===== config.mk =====
export PLATFORM = sky130hd
export DESIGN_NAME = pll_drp_resp_flat
export DESIGN_NICKNAME = d
export VERILOG_FILES = /design/src/rtl/pll_drp_resp_if.sv /design/src/rtl/pll_drp_resp.sv /design/src/flat_wrapper.sv
export SDC_FILE = /design/constraint.sdc
export NUM_CORES = 1
export LEC_CHECK = 0
export BUFFER_PORTS_ARGS = -buffer_cell sky130_fd_sc_hd__buf_2
export CAP_MARGIN = 15
export CORE_ASPECT_RATIO = 1.25
export CORE_UTILIZATION = 54
export DETAILED_ROUTE_END_ITERATION = 10
export GPL_TIMING_DRIVEN = 0
export HOLD_SLACK_MARGIN = 0.03
export PLACE_DENSITY = 0.7
export SLEW_MARGIN = 5
export SYNTH_ARGS = -nofsm -noshare
export SYNTH_HDL_FRONTEND = slang
export SYNTH_SLANG_ARGS = --single-unit

===== constraint.sdc =====
create_clock -name CLK -period 2.4 [get_ports CLK]
set_input_delay 0.24 -clock CLK [delete_from_list [all_inputs] [get_ports CLK]]
set_output_delay 0.24 -clock CLK [all_outputs]
set_load 0.01 [all_outputs]

===== src/rtl/pll_drp_resp_if.sv =====
// DRP bus between a requester and the PLL DRP responder.
//   DEN   request strobe, one cycle      DWE   write enable, qualified by DEN
//   DADDR register address (5 bits)      DI    write data (16 bits)
//   DO    read data, zero unless DRDY    DRDY  completion strobe, one cycle
interface pll_drp_resp_if;
  logic        DEN;
  logic        DWE;
  logic [4:0]  DADDR;
  logic [15:0] DI;
  logic [15:0] DO;
  logic        DRDY;

  modport master (
    output DEN, DWE, DADDR, DI,
    input  DO, DRDY
  );

  modport slave (
    input  DEN, DWE, DADDR, DI,
    output DO, DRDY
  );
endinterface


===== src/rtl/pll_drp_resp.sv =====
// Behavioural stand-in for a PLL dynamic reconfiguration port.
// A 32 x 16-bit register bank answers DRP reads and writes after a fixed latency, and an
// emulated lock detector raises LOCKED after RST_PLL has been low for LOCK_CYC cycles.
// Ports:
//   CLK     DRP clock, rising edge
//   RSTXO   asynchronous active-low reset of all state, including the register bank
//   drp     DRP bus (slave side)
//   RST_PLL PLL reset request, active-high
//   LOCKED  emulated lock indication
//   ERR     sticky protocol error: DEN while busy, or a write while the PLL is running
//   WR_CNT  accepted writes, saturating at 255
module pll_drp_resp #(
  parameter int unsigned RDY_LAT  = 3,   // 1..15
  parameter int unsigned LOCK_CYC = 64   // 2..1023
) (
  input  logic               CLK,
  input  logic               RSTXO,
  pll_drp_resp_if.slave      drp,
  input  logic               RST_PLL,
  output logic               LOCKED,
  output logic               ERR,
  output logic [7:0]         WR_CNT
);

  localparam logic [3:0] LatLoad  = 4'(RDY_LAT - 1);
  // Count is cleared on the HOLD->COUNT edge, which already counts as one low cycle.
  localparam logic [9:0] LockLast = 10'(LOCK_CYC - 2);

  typedef enum logic [1:0] {StIdle, StBusy, StResp} tx_state_e;
  typedef enum logic [1:0] {StHold, StCount, StLock} lk_state_e;

  tx_state_e   tx_state_q, tx_state_d;
  logic [3:0]  lat_cnt_q, lat_cnt_d;
  logic [4:0]  addr_q;
  logic        we_q;
  logic [15:0] wdata_q;
  logic [15:0] regs_q [32];
  logic        err_q, err_d;
  logic [7:0]  wr_cnt_q, wr_cnt_d;
  logic        accept;
  logic        reg_we;

  lk_state_e   lk_state_q, lk_state_d;
  logic [9:0]  lk_cnt_q, lk_cnt_d;

  // Transaction FSM
  always_comb begin
    tx_state_d = tx_state_q;
    lat_cnt_d  = lat_cnt_q;
    err_d      = err_q;
    wr_cnt_d   = wr_cnt_q;
    accept     = 1'b0;
    reg_we     = 1'b0;
    unique case (tx_state_q)
      StIdle: begin
        if (drp.DEN) begin
          accept     = 1'b1;
          lat_cnt_d  = LatLoad;
          tx_state_d = (RDY_LAT == 1) ? StResp : StBusy;
          if (drp.DWE && !RST_PLL) err_d = 1'b1;
        end
      end
      StBusy: begin
        // Counter holds RDY_LAT-1 in the first BUSY cycle; leaving when it reaches 1 puts
        // RESP exactly RDY_LAT cycles after the DEN cycle.
        lat_cnt_d = lat_cnt_q - 4'd1;
        if (lat_cnt_q == 4'd1) tx_state_d = StResp;
      end
      StResp: begin
        tx_state_d = StIdle;
        if (we_q) begin
          reg_we   = 1'b1;
          wr_cnt_d = (wr_cnt_q != 8'hFF) ? wr_cnt_q + 8'd1 : wr_cnt_q;
        end
      end
      default: tx_state_d = StIdle;
    endcase
    if (drp.DEN && (tx_state_q != StIdle)) err_d = 1'b1;
  end

  always_ff @(posedge CLK or negedge RSTXO) begin
    if (!RSTXO) begin
      tx_state_q <= StIdle;
      lat_cnt_q  <= '0;
      addr_q     <= '0;
      we_q       <= 1'b0;
      wdata_q    <= '0;
      err_q      <= 1'b0;
      wr_cnt_q   <= '0;
      for (int i = 0; i < 32; i++) regs_q[i] <= '0;
    end else begin
      tx_state_q <= tx_state_d;
      lat_cnt_q  <= lat_cnt_d;
      err_q      <= err_d;
      wr_cnt_q   <= wr_cnt_d;
      if (accept) begin
        addr_q  <= drp.DADDR;
        we_q    <= drp.DWE;
        wdata_q <= drp.DWE ? drp.DI : 16'h0000;
      end
      if (reg_we) regs_q[addr_q] <= wdata_q;
    end
  end

  always_comb begin
    drp.DRDY = (tx_state_q == StResp);
    drp.DO   = (drp.DRDY && !we_q) ? regs_q[addr_q] : 16'h0000;
  end

  assign ERR    = err_q;
  assign WR_CNT = wr_cnt_q;

  // Lock FSM, independent of DRP traffic
  always_comb begin
    lk_state_d = lk_state_q;
    lk_cnt_d   = lk_cnt_q;
    unique case (lk_state_q)
      StHold: begin
        if (!RST_PLL) begin
          lk_state_d = StCount;
          lk_cnt_d   = '0;
        end
      end
      StCount: begin
        if (RST_PLL) begin
          lk_state_d = StHold;
        end else if (lk_cnt_q == LockLast) begin
          lk_state_d = StLock;
        end else begin
          lk_cnt_d = lk_cnt_q + 10'd1;
        end
      end
      StLock: begin
        if (RST_PLL) lk_state_d = StHold;
      end
      default: lk_state_d = StHold;
    endcase
  end

  always_ff @(posedge CLK or negedge RSTXO) begin
    if (!RSTXO) begin
      lk_state_q <= StHold;
      lk_cnt_q   <= '0;
    end else begin
      lk_state_q <= lk_state_d;
      lk_cnt_q   <= lk_cnt_d;
    end
  end

  assign LOCKED = (lk_state_q == StLock);

endmodule


===== src/flat_wrapper.sv =====
// flat-port wrapper written by rule: the top's interface ports become plain ports
module pll_drp_resp_flat 
#(
  parameter int unsigned RDY_LAT  = 3,           
  parameter int unsigned LOCK_CYC = 64             
)
  (CLK, RSTXO, RST_PLL, LOCKED, ERR, WR_CNT, drp_DEN, drp_DWE, drp_DADDR, drp_DI, drp_DO, drp_DRDY);
  pll_drp_resp_if drp_i ();
  input  logic CLK;
  input  logic RSTXO;
  input  logic RST_PLL;
  output logic LOCKED;
  output logic ERR;
  output logic [7:0] WR_CNT;
  input wire logic [$bits(drp_i.DEN)-1:0] drp_DEN;
  input wire logic [$bits(drp_i.DWE)-1:0] drp_DWE;
  input wire logic [$bits(drp_i.DADDR)-1:0] drp_DADDR;
  input wire logic [$bits(drp_i.DI)-1:0] drp_DI;
  output wire logic [$bits(drp_i.DO)-1:0] drp_DO;
  output wire logic [$bits(drp_i.DRDY)-1:0] drp_DRDY;
  assign drp_i.DEN = drp_DEN;
  assign drp_i.DWE = drp_DWE;
  assign drp_i.DADDR = drp_DADDR;
  assign drp_i.DI = drp_DI;
  assign drp_DO = drp_i.DO;
  assign drp_DRDY = drp_i.DRDY;
  pll_drp_resp #(.RDY_LAT(RDY_LAT), .LOCK_CYC(LOCK_CYC)) u_core (.CLK(CLK), .RSTXO(RSTXO), .drp(drp_i), .RST_PLL(RST_PLL), .LOCKED(LOCKED), .ERR(ERR), .WR_CNT(WR_CNT));
endmodule

==> impl_metrics.env <==
export IMPL_outcome="finished with violations"
export IMPL_violations="setup timing"
export IMPL_grt_setup_unrepaired="true"
export IMPL_grt_use_met3_pct=6.84
export IMPL_fin_cells=2803
export IMPL_grt_util_met1_pct=42.5
export IMPL_synth_main_ff_cell="dfrtp_1"
export IMPL_relSlewSlack_pct=43.0
export IMPL_ff2ff_setup_slack_ps=-170
export IMPL_yosys_area_top_type="dfrtp_1"
export IMPL_cp_required_ps=2160
export IMPL_hold_class="in2async"
export IMPL_routed_wl_um=82500
export IMPL_dp_cells=2615
export IMPL_io_pins=53
export IMPL_max_freq_mhz=326
export IMPL_cts_clk_slew_worst_paths_ps=60
export IMPL_drt_antenna_violating_nets=0
export IMPL_finalWorstSetupSlack_ps=-670
export IMPL_post_place_ws_ps=-1240
export IMPL_firstDrtPassIters=6
export IMPL_cts_tree="built"
export IMPL_setup_viol_count_final=26
export IMPL_antenna_found_initial=0
export IMPL_postSynthCellCount=1920
export IMPL_nNetsFinal=2157
export IMPL_die_area_um2=48500
export IMPL_grt_pass1_wl_um=120000
export IMPL_vias_per_cell=6.33
export IMPL_yosysTopAreaCellShare_pct=54.6
export IMPL_grt_overflow=0
export IMPL_first_iter_violations=1500
export IMPL_busiest_layer="met2"
export IMPL_cts_root_buf="clkbuf_16"
export IMPL_ys_async_sr_fraction_pct=100
export IMPL_vias=17744
export IMPL_clk_path_buf_depth=3
export IMPL_core_region_area_um2=47100
export IMPL_final_hold_violation_count=0
export IMPL_min_period_ps=3070
export IMPL_hpwl_um=54700
export IMPL_ys_ff_latch=561
export IMPL_grt_max_degree=124
export IMPL_clock_latency_ps=640
export IMPL_drv_cap=0
export IMPL_port_buffers=51
export IMPL_max_vdd_ir_drop_mv=0.769
export IMPL_skew_ps=29.9
export IMPL_antenna_cells=0
export IMPL_post_route_drc_count=0
export IMPL_yosys_warnings=0
export IMPL_place_congestion=0.949
export IMPL_start_util_pct=54.6
export IMPL_total_power_w=0.0288
export IMPL_groute_usage_overall_pct=34.6
export IMPL_grt_pass1_vias=18317
export IMPL_synth_area_leaders="dfrtp_1, mux2_2, mux2i_1, o22ai_1, clkbuf_1"
export IMPL_end_kind="primary output"
export IMPL_wire_per_inst_um=29.4
export IMPL_whs_ps=286
export IMPL_arrival_ps=2830
export IMPL_avgSynthCellArea_um2=13.4
export IMPL_synth_distinct_cells=52
export IMPL_timing_final_max_slew_violations=0
export IMPL_die_w_um=197
export IMPL_syn_nets=1951
export IMPL_synth_edff_count=0
export IMPL_htreeDepth=2
export IMPL_tightest_slew_ps=855
export IMPL_yosysSeqAreaShare_pct=54.6
export IMPL_period_share_pct=128
export IMPL_path_max_fanout=6
export IMPL_fp_dieH_um=246
export IMPL_syn_cell_area_um2=25700
export IMPL_critical_path_class="reg2out"
export IMPL_area_growth_syn_to_layout_pct=22.6
export IMPL_fp_row_count=89
export IMPL_fin_util_pct=66.9
export IMPL_p_leak_nw=14.9
export IMPL_use_met2_pct=55.7
export IMPL_drive_above_1_share_pct=46.0
export IMPL_cts_buffers=55
export IMPL_powerDensity_nw_per_um2=915
export IMPL_startpoint_type="register"
export IMPL_clkSinkCount=561
## per-layer routing
metal,routed length [um],share of wire (%)
met1,31300,38
met2,39100,47
met3,5890,7.1
met4,6200,7.5
met5,0,0
## area by class of cell
class / instances / area, um^2
clock buffer: 88 / 1690
timing repair buffer: 157 / 1410
fill: 3318 / 15600
tap: 637 / 797
clock inverter: 9 / 120
multi-input combinational: 1186 / 12200
buffer: 157 / 1270
inverter: 8 / 30.0
sequential: 561 / 14000
## power breakdown
group,internal [W],switching (W),total (W)
Clock,0.00511,0.00372,0.00883
Combinational,0.00339,0.00598,0.00937
Sequential,0.00997,0.000670,0.0106
## placed cells by master (no fill, tap or decap), types with 6 or more instances in the layout
cell and instances:
dfrtp_1 559, mux2_2 508, mux2i_1 206, clkbuf_1 75, buf_4 73, buf_2 68
o22ai_1 65, clkbuf_16 62, nand2_1 56, o22ai_2 37, mux2i_2 37, nor2_1 33
o21ai_0 32, dlygate4sd3_1 32, buf_6 30, o22ai_4 26, clkbuf_8 23, buf_12 16
mux2i_4 14, nor2_4 12, buf_8 11, a31oi_1 11, nor4_2 10, mux2_1 10
inv_1 8, nor2_2 8, nor2b_1 8, nand2_2 7, nand3_2 6, nand3_1 6
xnor2_1 6, clkinv_2 6
## synthesized netlist by cell type (4+ instances only)
| cell | instances |
|---|---|
| nor3_1 | 4 |
| or4b_2 | 4 |
| nand4_1 | 5 |
| buf_4 | 12 |
| a31oi_1 | 18 |
| nor2b_1 | 8 |
| dfrtp_1 | 561 |
| inv_1 | 8 |
| nor2_2 | 6 |
| nor2_1 | 41 |
| ha_1 | 5 |
| a21oi_1 | 4 |
| and3_1 | 5 |
| o21ai_0 | 32 |
| mux2i_1 | 257 |
| nand4bb_1 | 6 |
| mux2_1 | 10 |
| nor2_4 | 6 |
| xnor2_1 | 6 |
| nand2b_1 | 5 |
| nand3_1 | 9 |
| nand2_1 | 63 |
| mux2_2 | 508 |
| nand4b_1 | 4 |
| nor4_1 | 16 |
| buf_2 | 62 |
| o22ai_1 | 128 |
| clkbuf_1 | 86 |
## state kept, by name (all words and copies together) (netlist names)
register	count
u_core.regs_q	512
u_core.wdata_q	16
u_core.lk_cnt_q	10
u_core.WR_CNT	8
u_core.addr_q	5
u_core.lat_cnt_q	4
u_core.lk_state_q	2
u_core.tx_state_q	2
u_core.ERR	1
u_core.we_q	1
## path summary, 6_finish.rpt
path | from | end | depth (start not counted)
min | RSTXO | u_core.regs_q[444] | 2
min reg2reg | u_core.regs_q[119] | u_core.regs_q[119] | 1
max in group asynchronous | RSTXO | u_core.regs_q[72] | 4
min in group CLK | drp_DADDR[4] | u_core.addr_q[4] | 3
max | u_core.addr_q[4] | drp_DO[0] | 6
max reg2reg | u_core.addr_q[4] | u_core.regs_q[471] | 7
## timing repair
action | CTS | global route
buffers inserted | 34 | 30
pin swaps | 36 | 35
hold endpoints to repair | 131 | 0
hold buffers | 32 | 0
resized for setup | 323 | 84
endpoints found under the setup margin | 112 | 199
cloned | 3 | 1
## worst max-delay path: stages (launching register included)
cell and delay (ps):
dfrtp_2 440, buf_6 150, or4b_4 710, o22ai_4 330, nor4_2 90, a31oi_1 270, buf_2 190
## kinds of logic after synthesis
logic type / Yosys count / share of synthesized area (%)
muxes: 775 / 32.7
and+or+nand+nor: 209 / 4.61
DFF: 561 / 54.6
adders and majority gates: 5 / 0.243
xor gates and xnor gates: 8 / 0.273
buffers and inverters: 173 / 3.09
AOI/OAI and AO/OA: 189 / 4.50
## metrics by stage
step	TNS, ps	area (um^2)
5_1_grt	-13140	31500
3_3_place_gp	-5565830	26800
4_1_cts	-9050	30900
6_report	-11420	31500
2_1_floorplan	0	25700
3_5_place_dp	-21690	26900
Note: power is estimated with default switching activity, not from simulation.
